## config.mk

```make
export PLATFORM = sky130hd
export DESIGN_NAME = act_sched
export DESIGN_NICKNAME = d
export VERILOG_FILES = /design/src/rtl/act_sched_pkg.sv /design/src/rtl/act_grp_tracker.sv /design/src/rtl/act_sched.sv
export SDC_FILE = /design/constraint.sdc
export NUM_CORES = 1
export LEC_CHECK = 0
export ABC_AREA = 1
export BUFFER_PORTS_ARGS = -buffer_cell sky130_fd_sc_hd__buf_4
export CAP_MARGIN = 15
export CORE_MARGIN = 1
export CORE_UTILIZATION = 55
export DETAILED_ROUTE_END_ITERATION = 8
export PLACE_DENSITY = 0.76
export SLEW_MARGIN = 20
export SYNTH_ARGS = -nofsm -noshare
export SYNTH_HDL_FRONTEND = slang
export SYNTH_SLANG_ARGS = --single-unit
```

## constraint.sdc

```tcl
create_clock -name clk -period 3.35 [get_ports clk]
set_input_delay 0.335 -clock clk [delete_from_list [all_inputs] [get_ports clk]]
set_output_delay 0.335 -clock clk [all_outputs]
set_load 0.03 [all_outputs]
```

## src/rtl/act_sched_pkg.sv

```systemverilog
// Shared types and constants for the activation scheduler and its group tracker.
package act_sched_pkg;

    localparam int ROW_NUM       = 32;
    localparam int BANK_DEPTH    = 4096;
    localparam int TILES_PER_GRP = BANK_DEPTH / ROW_NUM;
    localparam int TILE_IDX_W    = $clog2(TILES_PER_GRP);
    localparam int GAP_CYCLES    = 2;
    localparam int TIMEOUT       = 1024;
    localparam int TMO_W         = $clog2(TIMEOUT);
    localparam int GAP_W         = $clog2(GAP_CYCLES + 1);

    localparam int ERR_TIMEOUT   = 0;
    localparam int ERR_OVFL      = 1;

    typedef enum logic [2:0] {
        S_IDLE,
        S_WAIT_BUF,
        S_ISSUE,
        S_RUN,
        S_GAP,
        S_DONE
    } state_e;

endpackage

```

## src/rtl/act_grp_tracker.sv

```systemverilog
// Ping-pong bank group bookkeeping: fill flags, reader tile index within the
// current group, and refill-overflow detection.
module act_grp_tracker
    import act_sched_pkg::*;
(
    input  logic       clk,
    input  logic       rst_n,
    input  logic [1:0] fill_done,
    input  logic       tile_done,
    output logic [1:0] full,
    output logic       cur_grp,
    output logic       ovfl
);

    logic [1:0]            full_q, full_d, clr;
    logic [TILE_IDX_W-1:0] idx_q, idx_d;
    logic                  cur_q, cur_d;
    logic                  wrap;

    // A wrap clears the consumed group before any same-cycle refill is applied.
    always_comb begin
        wrap   = tile_done && (idx_q == TILE_IDX_W'(TILES_PER_GRP - 1));
        clr    = 2'b00;
        idx_d  = idx_q;
        cur_d  = cur_q;
        if (wrap) begin
            clr[cur_q] = 1'b1;
            cur_d      = ~cur_q;
        end
        if (tile_done) begin
            idx_d = wrap ? '0 : idx_q + 1'b1;
        end
        full_d = (full_q & ~clr) | fill_done;
        ovfl   = |(fill_done & full_q & ~clr);
    end

    always_ff @(posedge clk or negedge rst_n) begin
        if (!rst_n) begin
            full_q <= 2'b00;
            idx_q  <= '0;
            cur_q  <= 1'b0;
        end else begin
            full_q <= full_d;
            idx_q  <= idx_d;
            cur_q  <= cur_d;
        end
    end

    assign full    = full_q;
    assign cur_grp = cur_q;

endmodule

```

## src/rtl/act_sched.sv

```systemverilog
// Tile scheduler for the activation skew reader: waits for a filled group,
// issues one start per tile, detects completion and paces the next tile.
module act_sched
    import act_sched_pkg::*;
(
    input  logic        clk,
    input  logic        rst_n,
    input  logic        cfg_en,
    input  logic [11:0] cfg_tran_time,
    input  logic [15:0] cfg_tile_num,
    input  logic        abort,
    input  logic [1:0]  fill_done,
    input  logic        array_ready,
    input  logic        act_out_valid,
    output logic        start,
    output logic [11:0] tran_time,
    output logic [1:0]  grp_free,
    output logic        cur_grp,
    output logic [15:0] tile_cnt,
    output logic        busy,
    output logic        done,
    output logic [1:0]  err
);

    state_e           state_q;
    logic [11:0]      tran_time_q;
    logic [15:0]      tile_num_q, tile_cnt_q;
    logic             start_q, done_q, busy_q, abort_pend_q, seen_q;
    logic [1:0]       err_q;
    logic [TMO_W-1:0] tmo_q;
    logic [GAP_W-1:0] gap_q;

    logic [1:0] full;
    logic       cur_grp_w, ovfl, tile_done, abort_any;

    assign tile_done = (state_q == S_RUN) && seen_q && !act_out_valid;
    assign abort_any = abort | abort_pend_q;

    act_grp_tracker u_trk (
        .clk       (clk),
        .rst_n     (rst_n),
        .fill_done (fill_done),
        .tile_done (tile_done),
        .full      (full),
        .cur_grp   (cur_grp_w),
        .ovfl      (ovfl)
    );

    always_ff @(posedge clk or negedge rst_n) begin
        if (!rst_n) begin
            state_q      <= S_IDLE;
            tran_time_q  <= '0;
            tile_num_q   <= '0;
            tile_cnt_q   <= '0;
            start_q      <= 1'b0;
            done_q       <= 1'b0;
            busy_q       <= 1'b0;
            abort_pend_q <= 1'b0;
            seen_q       <= 1'b0;
            err_q        <= 2'b00;
            tmo_q        <= '0;
            gap_q        <= '0;
        end else begin
            start_q <= 1'b0;
            done_q  <= 1'b0;
            if (ovfl) err_q[ERR_OVFL] <= 1'b1;
            if (abort && (state_q != S_IDLE)) abort_pend_q <= 1'b1;
            unique case (state_q)
                S_IDLE: begin
                    if (cfg_en) begin
                        tran_time_q <= cfg_tran_time;
                        tile_num_q  <= cfg_tile_num;
                        tile_cnt_q  <= '0;
                        busy_q      <= 1'b1;
                        if (cfg_tile_num == '0) begin
                            state_q <= S_DONE;
                            done_q  <= 1'b1;
                        end else begin
                            state_q <= S_WAIT_BUF;
                        end
                    end
                end
                S_WAIT_BUF: begin
                    if (abort_any) begin
                        state_q <= S_DONE;
                        done_q  <= 1'b1;
                    end else if (full[cur_grp_w] && array_ready) begin
                        state_q <= S_ISSUE;
                        start_q <= 1'b1;
                    end
                end
                S_ISSUE: begin
                    seen_q  <= 1'b0;
                    // Loaded so that err is visible exactly TIMEOUT cycles after start.
                    tmo_q   <= TMO_W'(TIMEOUT - 2);
                    state_q <= S_RUN;
                end
                S_RUN: begin
                    if (!seen_q) begin
                        if (act_out_valid) begin
                            seen_q <= 1'b1;
                        end else if (tmo_q == '0) begin
                            err_q[ERR_TIMEOUT] <= 1'b1;
                            state_q            <= S_DONE;
                            done_q             <= 1'b1;
                        end else begin
                            tmo_q <= tmo_q - 1'b1;
                        end
                    end else if (tile_done) begin
                        tile_cnt_q <= tile_cnt_q + 1'b1;
                        gap_q      <= GAP_W'(GAP_CYCLES - 1);
                        state_q    <= S_GAP;
                    end
                end
                S_GAP: begin
                    if (gap_q == '0) begin
                        if ((tile_cnt_q == tile_num_q) || abort_any) begin
                            state_q <= S_DONE;
                            done_q  <= 1'b1;
                        end else begin
                            state_q <= S_WAIT_BUF;
                        end
                    end else begin
                        gap_q <= gap_q - 1'b1;
                    end
                end
                S_DONE: begin
                    busy_q       <= 1'b0;
                    abort_pend_q <= 1'b0;
                    state_q      <= S_IDLE;
                end
                default: state_q <= S_IDLE;
            endcase
        end
    end

    assign start     = start_q;
    assign tran_time = tran_time_q;
    assign grp_free  = ~full;
    assign cur_grp   = cur_grp_w;
    assign tile_cnt  = tile_cnt_q;
    assign busy      = busy_q;
    assign done      = done_q;
    assign err       = err_q;

endmodule
```

==> flow_summary.json <==
{
  "drcViolationCount": 0,
  "fmax_mhz": 459.1,
  "path_cells": "inv_1 > nand2_2 > nor2_8 > nand3_4 > a21oi_4 > nand3_2 > o21ai_0 > nor2_1",
  "period_needed_ns": 2.178,
  "clkSlewWorstSetupHoldPaths_ns": 0.08,
  "portBuffers": 71,
  "fp.dieW_um": 87.80,
  "synth_edf_count": 0,
  "postRouteAntennaNets": 0,
  "synth_area_sq_mm": 0.004049,
  "routed-via-count": 3669,
  "p_per_area_mw_per_mm2": 691.0,
  "antenna_found_initial": 0,
  "grt_pass1_vias": 3574,
  "final-hold-violation-count": 0,
  "grt_first_pass_wirelength_mm": 15.89,
  "p_leak_uw": 0.002493,
  "seq_area_sq_mm": 0.001902,
  "synth_nets": 570,
  "end_kind": "flop",
  "hp-class": "in -> async",
  "status": "finished, final reports clean",
  "fp.dieH_um": 87.80,
  "drt-pass1-iter-count": 4,
  "root_buffer": "clkbuf_8",
  "r2r_start": "state_q[2]$_DFFE_PN0P_",
  "cp_num_buf_inv": 1,
  "yosysSeqAreaShare": 0.4697,
  "async_flop_share": 1.000,
  "dp_slack_ns": 1.196,
  "n_fill_cell": 583,
  "drive_gt1_frac": 0.1856,
  "ir_drop_mv": 0.5795,
  "path_max_fanout": 26,
  "totalWireLength_mm": 9.180,
  "tightestPinTransition_ns": 0.9566,
  "coreArea_sq_mm": 0.006944,
  "fin_area_sq_mm": 0.004862,
  "fin_crit_sh": 0.6502,
  "whs_ns": 0.09532,
  "cts_resized": 0,
  "ys_types": 32,
  "worstSetupPathType": "reg -> reg",
  "numCtsBuffers": 9,
  "drv_cap": 0,
  "wl_per_cell_um": 13.02,
  "cpMaxStageDelayCell": "a21oi_4",
  "netlist_instances": 529,
  "syn_to_final_growth_pct": 20.09,
  "final_common_cell": "nand2_1",
  "final_max_slew_viol_count": 0,
  "grt_start_max_net_pins": 77,
  "ios": 72,
  "final_nets": 645,
  "fin_util": 0.7002,
  "grt_use_total": 0.2676,
  "overflow": 0,
  "worstPathArrival_ns": 2.42,
  "path_delay_family": "compound AO/OA/AOI/OAI gates",
  "dpl-instance-area_sq_mm": 0.004668,
  "syn_avg_cell_area_sq_um": 7.654,
  "multi_input_area_sq_mm": 0.001757,
  "cts_tree": "built",
  "clk_latency_ns": 0.35,
  "setup_violations": 0,
  "tns_ns": 0,
  "layout_common_cells": "nand2_1 (141), inv_1 (91), dfrtp_1 (76)",
  "synth_warnings": 0,
  "initial_core_util": 0.5831,
  "ctsHtreeMaxLevel": 3,
  "antenna_cells": 0,
  "post_cts_buffers": 0,
  "fin_ws_ns": 1.172,
  "routabilityCongestion": 0.8712,
  "drt_iter0_markers": 195,
  "rows": 30,
  "cp-startpoint": "state_q[2]$_DFFE_PN0P_",
  "final.setup_skew_ns": 0.01027,
  "hpwl_mm": 6.719,
  "synthFlopType": "dfrtp_1",
  "rsz0062_at_grt": "no",
  "die_area_sq_mm": 0.007709,
  "cts.path.max_buffers": 2,
  "cp-start-kind": "flop",
  "cts_hold_buf": 0,
  "ys_seq_elements": 76,
  "required_ns": 3.59,
  "cts.sinks": 76,
  "vias_per_cell": 5.204,
  "crit_path_max_incr_delay_ns": 0.60,
  "slew-limit-headroom": 0.3623
}
per-layer routing:
metal  part of all wire  up-vias  global-route usage
met3              0.050       12             0.07069
li1                   -     1822                   -
met5                  0        -                   0
met2               0.46       92              0.4257
met4              0.018        0             0.08644
met1               0.47     1743              0.3581
power breakdown:
| group | internal [uW] | leakage [uW] | total [uW] | switching, uW |
|---|---|---|---|---|
| combinational | 474 | 0.00147 | 1260 | 789 |
| clock | 364 | 0.000100 | 705 | 341 |
| sequential | 1180 | 0.000922 | 1390 | 210 |
cells in the mapped netlist, types with 3 or more instances:
cell,instances,area share
nand2_1,141,0.13
inv_1,91,0.084
dfrtp_1,76,0.47
nor2_1,54,0.050
o21ai_0,48,0.059
nand3_1,26,0.032
nand4_1,19,0.029
mux2_2,12,0.033
nor3_1,11,0.014
a21oi_1,8,0.0099
ha_1,5,0.015
nand2_2,5,0.0077
clkbuf_1,4,0.0037
xor2_1,4,0.0087
a21oi_2,3,0.0065
nand3b_1,3,0.0056
sequential cells by signal, summed over array words and instances, names as in the netlist, 2 cells and up:
name / cells
tile_cnt: 16
tile_num_q: 16
tran_time: 12
tmo_q: 10
u_trk.idx_q: 7
state_q: 3
err: 2
gap_q: 2
u_trk.full: 2
cell type report:
type | count | share of cell area
Timing Repair Buffer | 72 | 0.1112
Multi-Input combinational cell | 352 | 0.3613
Inverter | 93 | 0.07180
Clock buffer | 12 | 0.02985
Tap cell | 96 | 0.02470
Sequential cell | 76 | 0.3911
Clock inverter | 4 | 0.01004
worst reg2reg max path: cells and delay by family (launching register included):
kind                   cells  cell delay, ns
buffers and inverters      1            0.13
AND/OR/NAND/NOR            5            0.75
AO/OA/AOI/OAI              2            0.80
flip-flops                 1            0.39
stage by stage:
stage / power (uW) / cells
2_1_floorplan: 2269 / 529
3_3_place_gp: 2612 / 689
3_5_place_dp: 2667 / 689
4_1_cts: 3371 / 705
5_1_grt: 3600 / 705
6_report: 3360 / 705
final timing paths:
check	slack [ns]	end	cells past startpoint
setup reg to reg	1.17	tile_cnt[4]$_DFFE_PN0P_	8
hold / removal	0.1	tile_cnt[7]$_DFFE_PN0P_	1
hold reg to reg	0.47	err[0]$_DFFE_PN0P_	2
max in group asynchronous	2.59	tile_num_q[3]$_DFFE_PN0P_	1
setup / recovery	1.17	tile_cnt[4]$_DFFE_PN0P_	8
min in group clk	0.18	u_trk.full[1]$_DFF_PN0_	2
logic make-up after synthesis:
kind of cell               count (synthesis)  synth area share
adders and majority gates                  5           0.01545
xor gates and xnor gates                   4          0.008652
buffers and inverters                    101           0.09641
AOI/OAI and AO/OA                         66           0.09055
muxes                                     12           0.03337
DFF                                       76            0.4697
and+or+nand+nor                          265            0.2858
No activity file was read; power rests on OpenSTA's default activity.
